$ cat src/rtl/bpu_update_arbiter.sv
// -----------------------------------------------------------------------------
// bpu_update_arbiter
//
// Shares the single-ported predictor table between front-end lookups and
// commit-time updates coming from the FSQ. After reset the whole table is
// swept to zero while prediction is stalled. Afterwards, updates are buffered
// in a small FIFO and written into cycles where no lookup is requested. When
// the FIFO is full, or the head entry has waited STARVE_LIMIT cycles, a
// one-cycle prediction stall is forced so that the write can take the port.
//
// Optional feature macro: BPU_UPD_MERGE_EN
//   When defined, an accepted update that targets the same row as the youngest
//   queued entry overwrites that entry's data instead of allocating a new one.
//
// Ports:
//   clk, rst     clock; asynchronous active-high reset
//   upd_valid    FSQ update request valid
//   upd_ready    update accepted when upd_valid && upd_ready
//   upd_idx      update row index
//   upd_info     update row data
//   lookup_req   predictor wants the table this cycle
//   stall_pred   forces the BPU to stall (no lookup this cycle)
//   tbl_we       table write enable
//   tbl_widx     table write index
//   tbl_wdata    table write data
//   init_done    high once the reset sweep has completed
// -----------------------------------------------------------------------------
module bpu_update_arbiter #(
    parameter int DEPTH        = 4,
    parameter int IDX_WIDTH    = 9,
    parameter int INFO_WIDTH   = 64,
    parameter int STARVE_LIMIT = 8
) (
    input  logic                  clk,
    input  logic                  rst,
    input  logic                  upd_valid,
    output logic                  upd_ready,
    input  logic [IDX_WIDTH-1:0]  upd_idx,
    input  logic [INFO_WIDTH-1:0] upd_info,
    input  logic                  lookup_req,
    output logic                  stall_pred,
    output logic                  tbl_we,
    output logic [IDX_WIDTH-1:0]  tbl_widx,
    output logic [INFO_WIDTH-1:0] tbl_wdata,
    output logic                  init_done
);

    localparam int PTR_W = $clog2(DEPTH);
    localparam int CNT_W = PTR_W + 1;
    localparam int STV_W = $clog2(STARVE_LIMIT + 1);

    typedef enum logic {
        ST_INIT,
        ST_RUN
    } state_t;

    state_t                state_q, state_d;
    logic [IDX_WIDTH-1:0]  init_cnt_q;
    logic [PTR_W-1:0]      head_q, tail_q;
    logic [CNT_W-1:0]      count_q;
    logic [STV_W-1:0]      starve_q;

    logic [IDX_WIDTH-1:0]  mem_idx  [DEPTH];
    logic [INFO_WIDTH-1:0] mem_info [DEPTH];

    logic                  run;
    logic                  pending;
    logic                  full;
    logic                  force_steal;
    logic                  do_write;
    logic                  merge_hit;
    logic                  accept;
    logic                  push;
    logic [PTR_W-1:0]      tail_m1;

    // -------------------------------------------------------------------------
    // Arbitration terms: all derived from registered state, plus lookup_req
    // for the opportunistic write. force_steal never looks at lookup_req.
    // -------------------------------------------------------------------------
    assign run         = (state_q == ST_RUN);
    assign pending     = (count_q != '0);
    assign full        = (count_q == CNT_W'(DEPTH));
    assign force_steal = run && pending &&
                         ((starve_q == STV_W'(STARVE_LIMIT)) || full);
    assign do_write    = run && pending && (force_steal || !lookup_req);
    assign tail_m1     = tail_q - PTR_W'(1);

`ifdef BPU_UPD_MERGE_EN
    // Youngest entry is the head when count==1; if it is popping this cycle
    // the update must allocate a fresh entry instead of merging.
    assign merge_hit = run && pending && (mem_idx[tail_m1] == upd_idx) &&
                       !(do_write && (count_q == CNT_W'(1)));
    assign upd_ready = !rst && run && (!full || merge_hit);
`else
    assign merge_hit = 1'b0;
    assign upd_ready = !rst && run && !full;
`endif

    assign accept    = upd_valid && upd_ready;
    assign push      = accept && !merge_hit;
    assign init_done = run;

    // -------------------------------------------------------------------------
    // Next state and table-port outputs. Outputs are held at zero while rst is
    // asserted so a mid-operation reset quiets the port immediately.
    // -------------------------------------------------------------------------
    always_comb begin
        // NOTE: every signal gets a default first so no path leaves one
        // unassigned, which would infer a latch.
        state_d    = state_q;
        tbl_we     = 1'b0;
        tbl_widx   = '0;
        tbl_wdata  = '0;
        stall_pred = 1'b0;

        if (!rst) begin
            case (state_q)
                ST_INIT: begin
                    tbl_we     = 1'b1;
                    tbl_widx   = init_cnt_q;
                    stall_pred = 1'b1;
                    if (init_cnt_q == '1) state_d = ST_RUN;
                end
                ST_RUN: begin
                    stall_pred = force_steal;
                    if (do_write) begin
                        tbl_we    = 1'b1;
                        tbl_widx  = mem_idx[head_q];
                        tbl_wdata = mem_info[head_q];
                    end
                end
                default: state_d = ST_INIT;
            endcase
        end
    end

    // -------------------------------------------------------------------------
    // State, sweep counter, queue pointers and starvation counter.
    // -------------------------------------------------------------------------
    always_ff @(posedge clk or posedge rst) begin
        // NOTE: sequential state uses non-blocking assignments so every flop
        // samples pre-edge values regardless of statement order.
        if (rst) begin
            state_q    <= ST_INIT;
            init_cnt_q <= '0;
            head_q     <= '0;
            tail_q     <= '0;
            count_q    <= '0;
            starve_q   <= '0;
        end else begin
            state_q <= state_d;

            if (state_q == ST_INIT) init_cnt_q <= init_cnt_q + IDX_WIDTH'(1);

            if (push)     tail_q <= tail_q + PTR_W'(1);
            if (do_write) head_q <= head_q + PTR_W'(1);

            case ({push, do_write})
                2'b10:   count_q <= count_q + CNT_W'(1);
                2'b01:   count_q <= count_q - CNT_W'(1);
                default: count_q <= count_q;
            endcase

            if (do_write || !pending)
                starve_q <= '0;
            else if (starve_q != STV_W'(STARVE_LIMIT))
                starve_q <= starve_q + STV_W'(1);
        end
    end

    // -------------------------------------------------------------------------
    // Queue storage.
    // -------------------------------------------------------------------------
    // NOTE: the storage array is not reset; validity is tracked entirely by
    // count/head/tail, so clearing the data would only add reset fan-out.
    always_ff @(posedge clk) begin
        if (push) begin
            mem_idx[tail_q]  <= upd_idx;
            mem_info[tail_q] <= upd_info;
        end else if (accept && merge_hit) begin
            mem_info[tail_m1] <= upd_info;
        end
    end

endmodule

$ cat config.mk
export PLATFORM = sky130hd
export DESIGN_NAME = bpu_update_arbiter
export DESIGN_NICKNAME = d
export VERILOG_FILES = /design/src/rtl/bpu_update_arbiter.sv
export SDC_FILE = /design/constraint.sdc
export NUM_CORES = 1
export LEC_CHECK = 0
export BUFFER_PORTS_ARGS = -buffer_cell sky130_fd_sc_hd__clkbuf_2
export CORE_MARGIN = 2
export CORE_UTILIZATION = 30
export CTS_CLUSTER_DIAMETER = 120
export CTS_CLUSTER_SIZE = 8
export DETAILED_ROUTE_END_ITERATION = 6
export PLACE_DENSITY = 0.57
export RECOVER_POWER = 50
export SLEW_MARGIN = 15
export SYNTH_ARGS = -nofsm -noshare
export SYNTH_HDL_FRONTEND = slang
export SYNTH_SLANG_ARGS = --single-unit
export TNS_END_PERCENT = 1
$ cat constraint.sdc
create_clock -name clk -period 2.3 [get_ports clk]
set_input_delay 0.115 -clock clk [delete_from_list [all_inputs] [get_ports clk]]
set_output_delay 0.115 -clock clk [all_outputs]
set_load 0.02 [all_outputs]
==> results by group, run 1 <==
Run status
  • Outcome: finished, violations left
  • Failing checks: negative setup slack

Power
  • Lkg Pwr: 5.72 nW
  • PD cells: 738 mW/mm^2
  • Peak supply drop: 0.653 mV
  • Overall power: 12.4 mW

STA
  • Fin crit period: 2380 ps
  • RSZ-0062 raised after global routing: true
  • Final hold vios: 0
  • Worst Skew: 10.9 ps
  • Setup TNS: -2130 ps
  • Final Cycle Share: 104%
  • Relative slew slack: 57.9%
  • Worst Slack Setup Final: -84.1 ps
  • Final slew viol count: 0
  • Setup violators final: 54
  • Fmax: 0.419 GHz
  • Actual slew at the worst max-slew pin: 631 ps

Layout
  • Nets: 977
  • # diodes: 0
  • Layout Utilization: 41.4%
  • Syn-to-layout area delta: 36.8%
  • Fillers: 3,632
  • Layout cell share with drive strength beyond 1: 34.7%

Detailed routing
  • DRC viols: 0
  • Post-DR wirelength/cell: 19.5 microns
  • Initial DRC Count: 322
  • Top Layer Used: met4
  • DR WL met3: 1550 microns
  • Vias: 6,399
  • DRT Wirelength: 28,100 microns
  • ANT nets after route: 0
  • Vias per cell: 4.44
  • Wl on met1: 12,400 microns
  • DR WL met2: 13,700 microns
  • DRT Pass-1 Iters: 4

Logic synthesis
  • Post-Syn Area: 0.0123 sq mm
  • Top cell type's share of synthesized area: 71.4%
  • Ys Warns: 0
  • Area leader, netlist: edfxtp_1
  • Top post-synthesis cells by area: edfxtp_1, mux4_2, dfrtp_1
  • Register area share after synthesis: 75.6%
  • Syn Nets: 670
  • Mean Syn Cell Area: 21.1 sq um
  • Netlist cell types: 40
  • #FFs+latches synth: 313
  • Cell count after synthesis: 583

Worst setup path
  • Most common cell on crit path: buf_12
  • Critical path, cell by cell: inv_2 > ha_2 > and3b_1 > buf_6 > o211ai_4 > buf_12 > buf_12 > clkbuf_16 > nor2b_1 > buf_4
  • Max FO, Critical Path: 5
  • Worst path slowest cell: dfrtp_1
  • Critical Path RT: 2180 ps
  • Setup crit end kind: primary output
  • CP arrival: 2270 ps
  • Worst setup path class: flip-flop to primary output
  • Kind of start point of the critical path: flip-flop
  • CP peak stage delay: 390 ps

CTS
  • H-tree depth: 2
  • CTS max path bufs: 3
  • CTS tree: yes
  • Clock latency on the worst-skew pair: 540 ps
  • Clk pin slew, worst setup/hold paths: 50 ps
  • Root Buffer: clkbuf_16
  • Num CTS Buffers: 45
  • Clk sinks: 313

Global routing
  • Total grt overflow: 0
  • Vias in the first global route: 6,868
  • Global-route wire length before repair: 41,100 microns
  • Antenna violations before repair: 0
  • Overall Global Routing Usage: 13.1%
  • Largest net degree at the start of global routing: 36

Floorplan
  • Initial Util: 30.2%
  • Die area: 0.0426 sq mm
  • Row cnt: 74
  • I/O Pins: 154
  • Die Y: 206 microns
  • Total core area: 0.0406 sq mm
  • Die span in x: 206 microns

Place
  • Detailed placement HPWL: 16,000 microns
  • GP Congestion: 0.706
  • I/O Buffers: 153
  • DP Worst Slack: 121 ps

Run
  • MaxCap Viol Count: 0

Worst hold path
  • Min-Delay Path Class: input port to flip-flop
layer usage:
layer / GRT usage, % / vias to the layer above
met1: 17.5 / 3266
met5: 0 / -
met2: 21.3 / 158
li1: - / 2933
met3: 3.37 / 42
met4: 3.60 / 0
cells in the mapped netlist:
library cell,instances
mux4_2,73
xor2_1,4
a21o_1,1
o211ai_4,1
o211a_1,1
dfrtp_1,21
nor3_1,2
o2111ai_1,2
nand2_1,2
buf_6,4
a2bb2oi_1,1
or3_1,1
nand4_1,1
fa_1,1
a21oi_1,1
o2bb2ai_1,1
and3_4,1
inv_1,25
nand3_1,5
buf_4,9
or3b_4,1
and3_1,1
nand4b_1,1
and2_2,5
o21ai_1,1
mux2_4,1
o32ai_1,7
mux2_2,2
xnor2_1,12
and3b_1,1
edfxtp_1,292
clkbuf_1,3
o21ai_0,2
a31oi_1,1
nor2b_1,65
mux2i_1,2
and2b_2,1
buf_2,13
nor2_1,6
ha_1,9
critical path: cells and delay by family (launching register included):
| family | cells | cell delay (ps) |
|---|---|---|
| buffers and inverters | 6 | 800 |
| flip-flops | 1 | 390 |
| adder cells (fa/ha/maj) | 1 | 140 |
| AO/OA/AOI/OAI | 1 | 80 |
| AND/OR/NAND/NOR | 2 | 310 |
state kept, by name, indices dropped and copies added, names as in the netlist:
signal	flops
head_q	2
init_cnt_q	9
mem_idx	36
count_q	3
starve_q	4
mem_info	256
tail_q	2
init_done	1
report_power, final:
part           switching [mW]  internal (mW)
combinational           0.111          0.124
clock                    2.26           3.68
sequential                  0           6.23
total                    2.38           10.0
layout make-up:
type	count	area, sq um	share of cell area (%)
Clock buffer	65	1240	7.40
Tap cell	532	666	3.96
Inverter	25	93.8	0.558
Timing Repair Buffer	289	2580	15.3
Clock inverter	2	17.5	0.104
Sequential cell	313	9300	55.3
Multi-Input combinational cell	216	2910	17.3
worst paths after layout:
path	from	end	slack (ps)	cells past startpoint
worst max-delay path	starve_q[0]	tbl_wdata[0]	-80	10
worst min-delay path	upd_info[49]	mem_info[1][49]	370	2
worst max register to register	count_q[1]	count_q[2]	100	9
worst min register to register	count_q[2]	count_q[2]	490	1
max in group asynchronous	rst	head_q[1]	820	5
min in group asynchronous	rst	init_cnt_q[8]	490	4
cell families (layout without fill, tap and decap cells):
logic type,after synthesis,count (layout),share of synthesized area (%)
AOI/OAI and AO/OA,19,19,1.31
xor gates and xnor gates,16,16,1.14
adders and majority gates,10,10,1.08
buffers and inverters,54,381,2.30
DFF,313,313,75.6
muxes,78,78,13.8
and+or+nand+nor,93,93,4.69
layout by cell type, fill, tap and decap left out, types with 5 or more instances in the layout:
cell / instances
buf_12: 18
buf_16: 6
buf_2: 8
buf_4: 52
buf_6: 31
clkbuf_1: 94
clkbuf_16: 50
clkbuf_2: 13
dfrtp_1: 18
dlygate4sd3_1: 76
edfxtp_1: 292
ha_1: 8
inv_1: 24
mux4_2: 73
nand3_1: 5
nor2_1: 6
nor2b_1: 32
nor2b_2: 21
nor2b_4: 12
xnor2_1: 12
stage by stage:
step | area, sq um | cells | hold slack (ps)
final | 16800 | 1442 | 367
after detailed placement | 14000 | 1276 | 335
after CTS | 16500 | 1437 | 281
after global routing | 16800 | 1442 | 369
after floorplan | 12300 | 583 | 214
after global placement | 14000 | 1276 | 333
timing repair:
item,in CTS,in global routing
resized for setup,59,164
hold endpoints to repair,304,0
buffers inserted,14,4
cloned,5,3
hold buffers,76,0
endpoints found under the setup margin,73,74
pin swaps,3,2
No activity file was read; power rests on OpenSTA's default activity.
==> run 2: changes to the inputs <==
CORE_ASPECT_RATIO = 0.7   (was unset)
RECOVER_POWER = 25   (was 50)
==> run 2 against run 1 <==
- worst setup slack got worse by 35 ps
- routed wire length decreased by 0.76%
- global-route usage decreased by 0.17 points
- the flow still finishes with violations (negative setup slack)
- maximum frequency decreased by 1.4%
- critical endpoint is now tbl_wdata[8]
- first-iteration DRC count decreased by 0.62%
==> results by group, run 2 (synthesis gave the netlist of run 1 again) <==
Layout
  • Max reg flops: 256
  • Biggest regs: mem_info (256), mem_idx (36), init_cnt_q (9)
  • Fillers: 3,602
  • Syn-to-layout area delta: 32.7%
  • Nets: 954
  • Most frequent cells in the layout: edfxtp_1, dlygate4sd3_1, mux4_2, clkbuf_1
  • Layout cell share with drive strength beyond 1: 34.2%
  • Final cell count without fillers: 1,425
  • Commonest non-fill, non-tap cell in the layout: edfxtp_1
  • Reg with most FFs: mem_info

Worst setup path
  • CP peak stage delay: 340 ps
  • Setup crit end kind: primary output
  • Worst setup path class: flip-flop to primary output
  • Worst reg-to-reg setup slack: 20 ps
  • Max FO, Critical Path: 8
  • CP arrival: 2300 ps
  • Critical Path RT: 2180 ps
  • R2R Path Start: starve_q[0]
  • Most common cell on crit path: buf_12
  • FF-to-FF path depth: 11
  • Kind of start point of the critical path: flip-flop
  • Critical path, cell by cell: inv_1 > ha_2 > and3b_1 > buf_6 > o211ai_4 > buf_12 > buf_12 > buf_16 > nor2b_1 > buf_4
  • Worst path slowest cell: dfrtp_1
  • Worst R2R End: count_q[2]

Detailed routing
  • ANT nets after route: 0
  • DRC viols: 0
  • Post-DR wirelength/cell: 19.6 microns
  • Vias: 6,324
  • Initial DRC Count: 320
  • Vias per cell: 4.44
  • DRT Pass-1 Iters: 4
  • DRT Wirelength: 27,900 microns

Power
  • Peak supply drop: 0.535 mV
  • PD cells: 763 mW/mm^2
  • Lkg Pwr: 5.57 nW

Run
  • MaxCap Viol Count: 0

Floorplan
  • Row cnt: 61
  • I/O Pins: 154
  • Total core area: 0.0401 sq mm
  • Die span in x: 246 microns
  • Initial Util: 30.7%
  • Die Y: 173 microns
  • Die area: 0.0426 sq mm

CTS
  • Num CTS Buffers: 45
  • CTS tree: yes
  • CTS max path bufs: 3
  • Root Buffer: clkbuf_16
  • Clock latency on the worst-skew pair: 530 ps
  • Clk pin slew, worst setup/hold paths: 50 ps
  • Clk sinks: 313
  • H-tree depth: 2

STA
  • Worst hold slack: 46.0 ps
  • Final slew viol count: 0
  • Relative slew slack: 75.7%
  • Setup TNS: -3850 ps
  • Worst Slack Setup Final: -119 ps
  • Worst Skew: 23.5 ps
  • Final hold vios: 0
  • Final Cycle Share: 105%
  • Actual slew at the worst max-slew pin: 365 ps
  • Fmax: 0.413 GHz
  • RSZ-0062 raised after global routing: true
  • Setup violators final: 73
  • Fin crit period: 2420 ps

Place
  • Placed insts: 1,266
  • DP Worst Slack: 78.6 ps
  • GP Congestion: 0.726
  • I/O Buffers: 153
  • Detailed placement HPWL: 15,600 microns

Global routing
  • Overall Global Routing Usage: 13.0%
  • Global-route wire length before repair: 41,600 microns
  • Antenna violations before repair: 1
  • Vias in the first global route: 6,838
  • Total grt overflow: 0
  • Largest net degree at the start of global routing: 54

Run status
  • Failing checks: negative setup slack
  • Outcome: finished, violations left

Worst hold path
  • Hold endpoint: head_q[0]
  • Hold path start: lookup_req
  • Hold Path Stages: 4
  • Min-Delay Path Class: input port to flip-flop
==> run 2: cell types whose count changed in the layout (fill, tap and decap cells not counted), sizes merged <==
cell and delta:
clkbuf +5, diode +1, buf -25, dlygate4sd3 -1
==> run 2: metrics by stage <==
stage	area (sq um)	utilization [%]	total power [mW]
after detailed placement	13900	34.7	6.49
after global placement	13900	34.7	6.48
after floorplan	12300	-	6.36
final	16300	40.7	12.4
after CTS	16200	40.4	12.6
after global routing	16300	40.7	12.9
==> run 2: metal layers <==
layer | track usage, % | share of wire [%] | vias to the layer above
met1 | 17.4 | 45 | 3217
met2 | 20.6 | 47 | 175
met5 | 0 | 0 | -
met4 | 3.43 | 1.6 | 0
met3 | 3.68 | 5.9 | 41
li1 | - | - | 2891
==> run 2: how the worst max path moves through the flow <==
| stage | from | to | slack (ps) | cells past startpoint |
|---|---|---|---|---|
| floorplan | init_done | mem_idx[0][0] | -160 | 5 |
| global placement | count_q[1] | count_q[2] | 120 | 9 |
| detailed placement | count_q[1] | count_q[2] | 80 | 9 |
| CTS | starve_q[0] | tbl_wdata[55] | -170 | 10 |
| global route | starve_q[1] | tbl_wdata[8] | -190 | 10 |
| finish | starve_q[1] | tbl_wdata[8] | -120 | 10 |
==> run 2: where the power goes <==
| group | leakage [nW] | internal, mW | switching (mW) |
|---|---|---|---|
| combinational | 2.08 | 0.129 | 0.116 |
| sequential | 2.88 | 6.23 | 0 |
| clock | 0.611 | 3.69 | 2.27 |
| total | 5.57 | 10.1 | 2.38 |
==> run 2: worst max-delay path: cells and delay by family, from the launching register on <==
kind / cells / cell delay [ps]
adder cells (fa/ha/maj): 1 / 170
buffers and inverters: 6 / 770
AND/OR/NAND/NOR: 2 / 250
flip-flops: 1 / 340
AO/OA/AOI/OAI: 1 / 240
==> run 2: what timing repair did <==
action,in CTS,in global routing
hold buffers,75,0
hold endpoints to repair,299,0
setup buffers,7,3
resized for setup,22,104
pin swaps,1,3
endpoints found under the setup margin,73,75
gates cloned,4,2
==> run 2: area by class of cell <==
type	count	area, sq um	share of cell area, %
clock buffers	67	1250	7.67
multi-input cells	216	2770	17.0
clock inverters	2	17.5	0.107
inverters	25	93.8	0.576
diodes	1	2.50	0.0153
flip-flops and latches	313	9300	57.0
well taps	535	669	4.11
repair buffers	266	2200	13.5
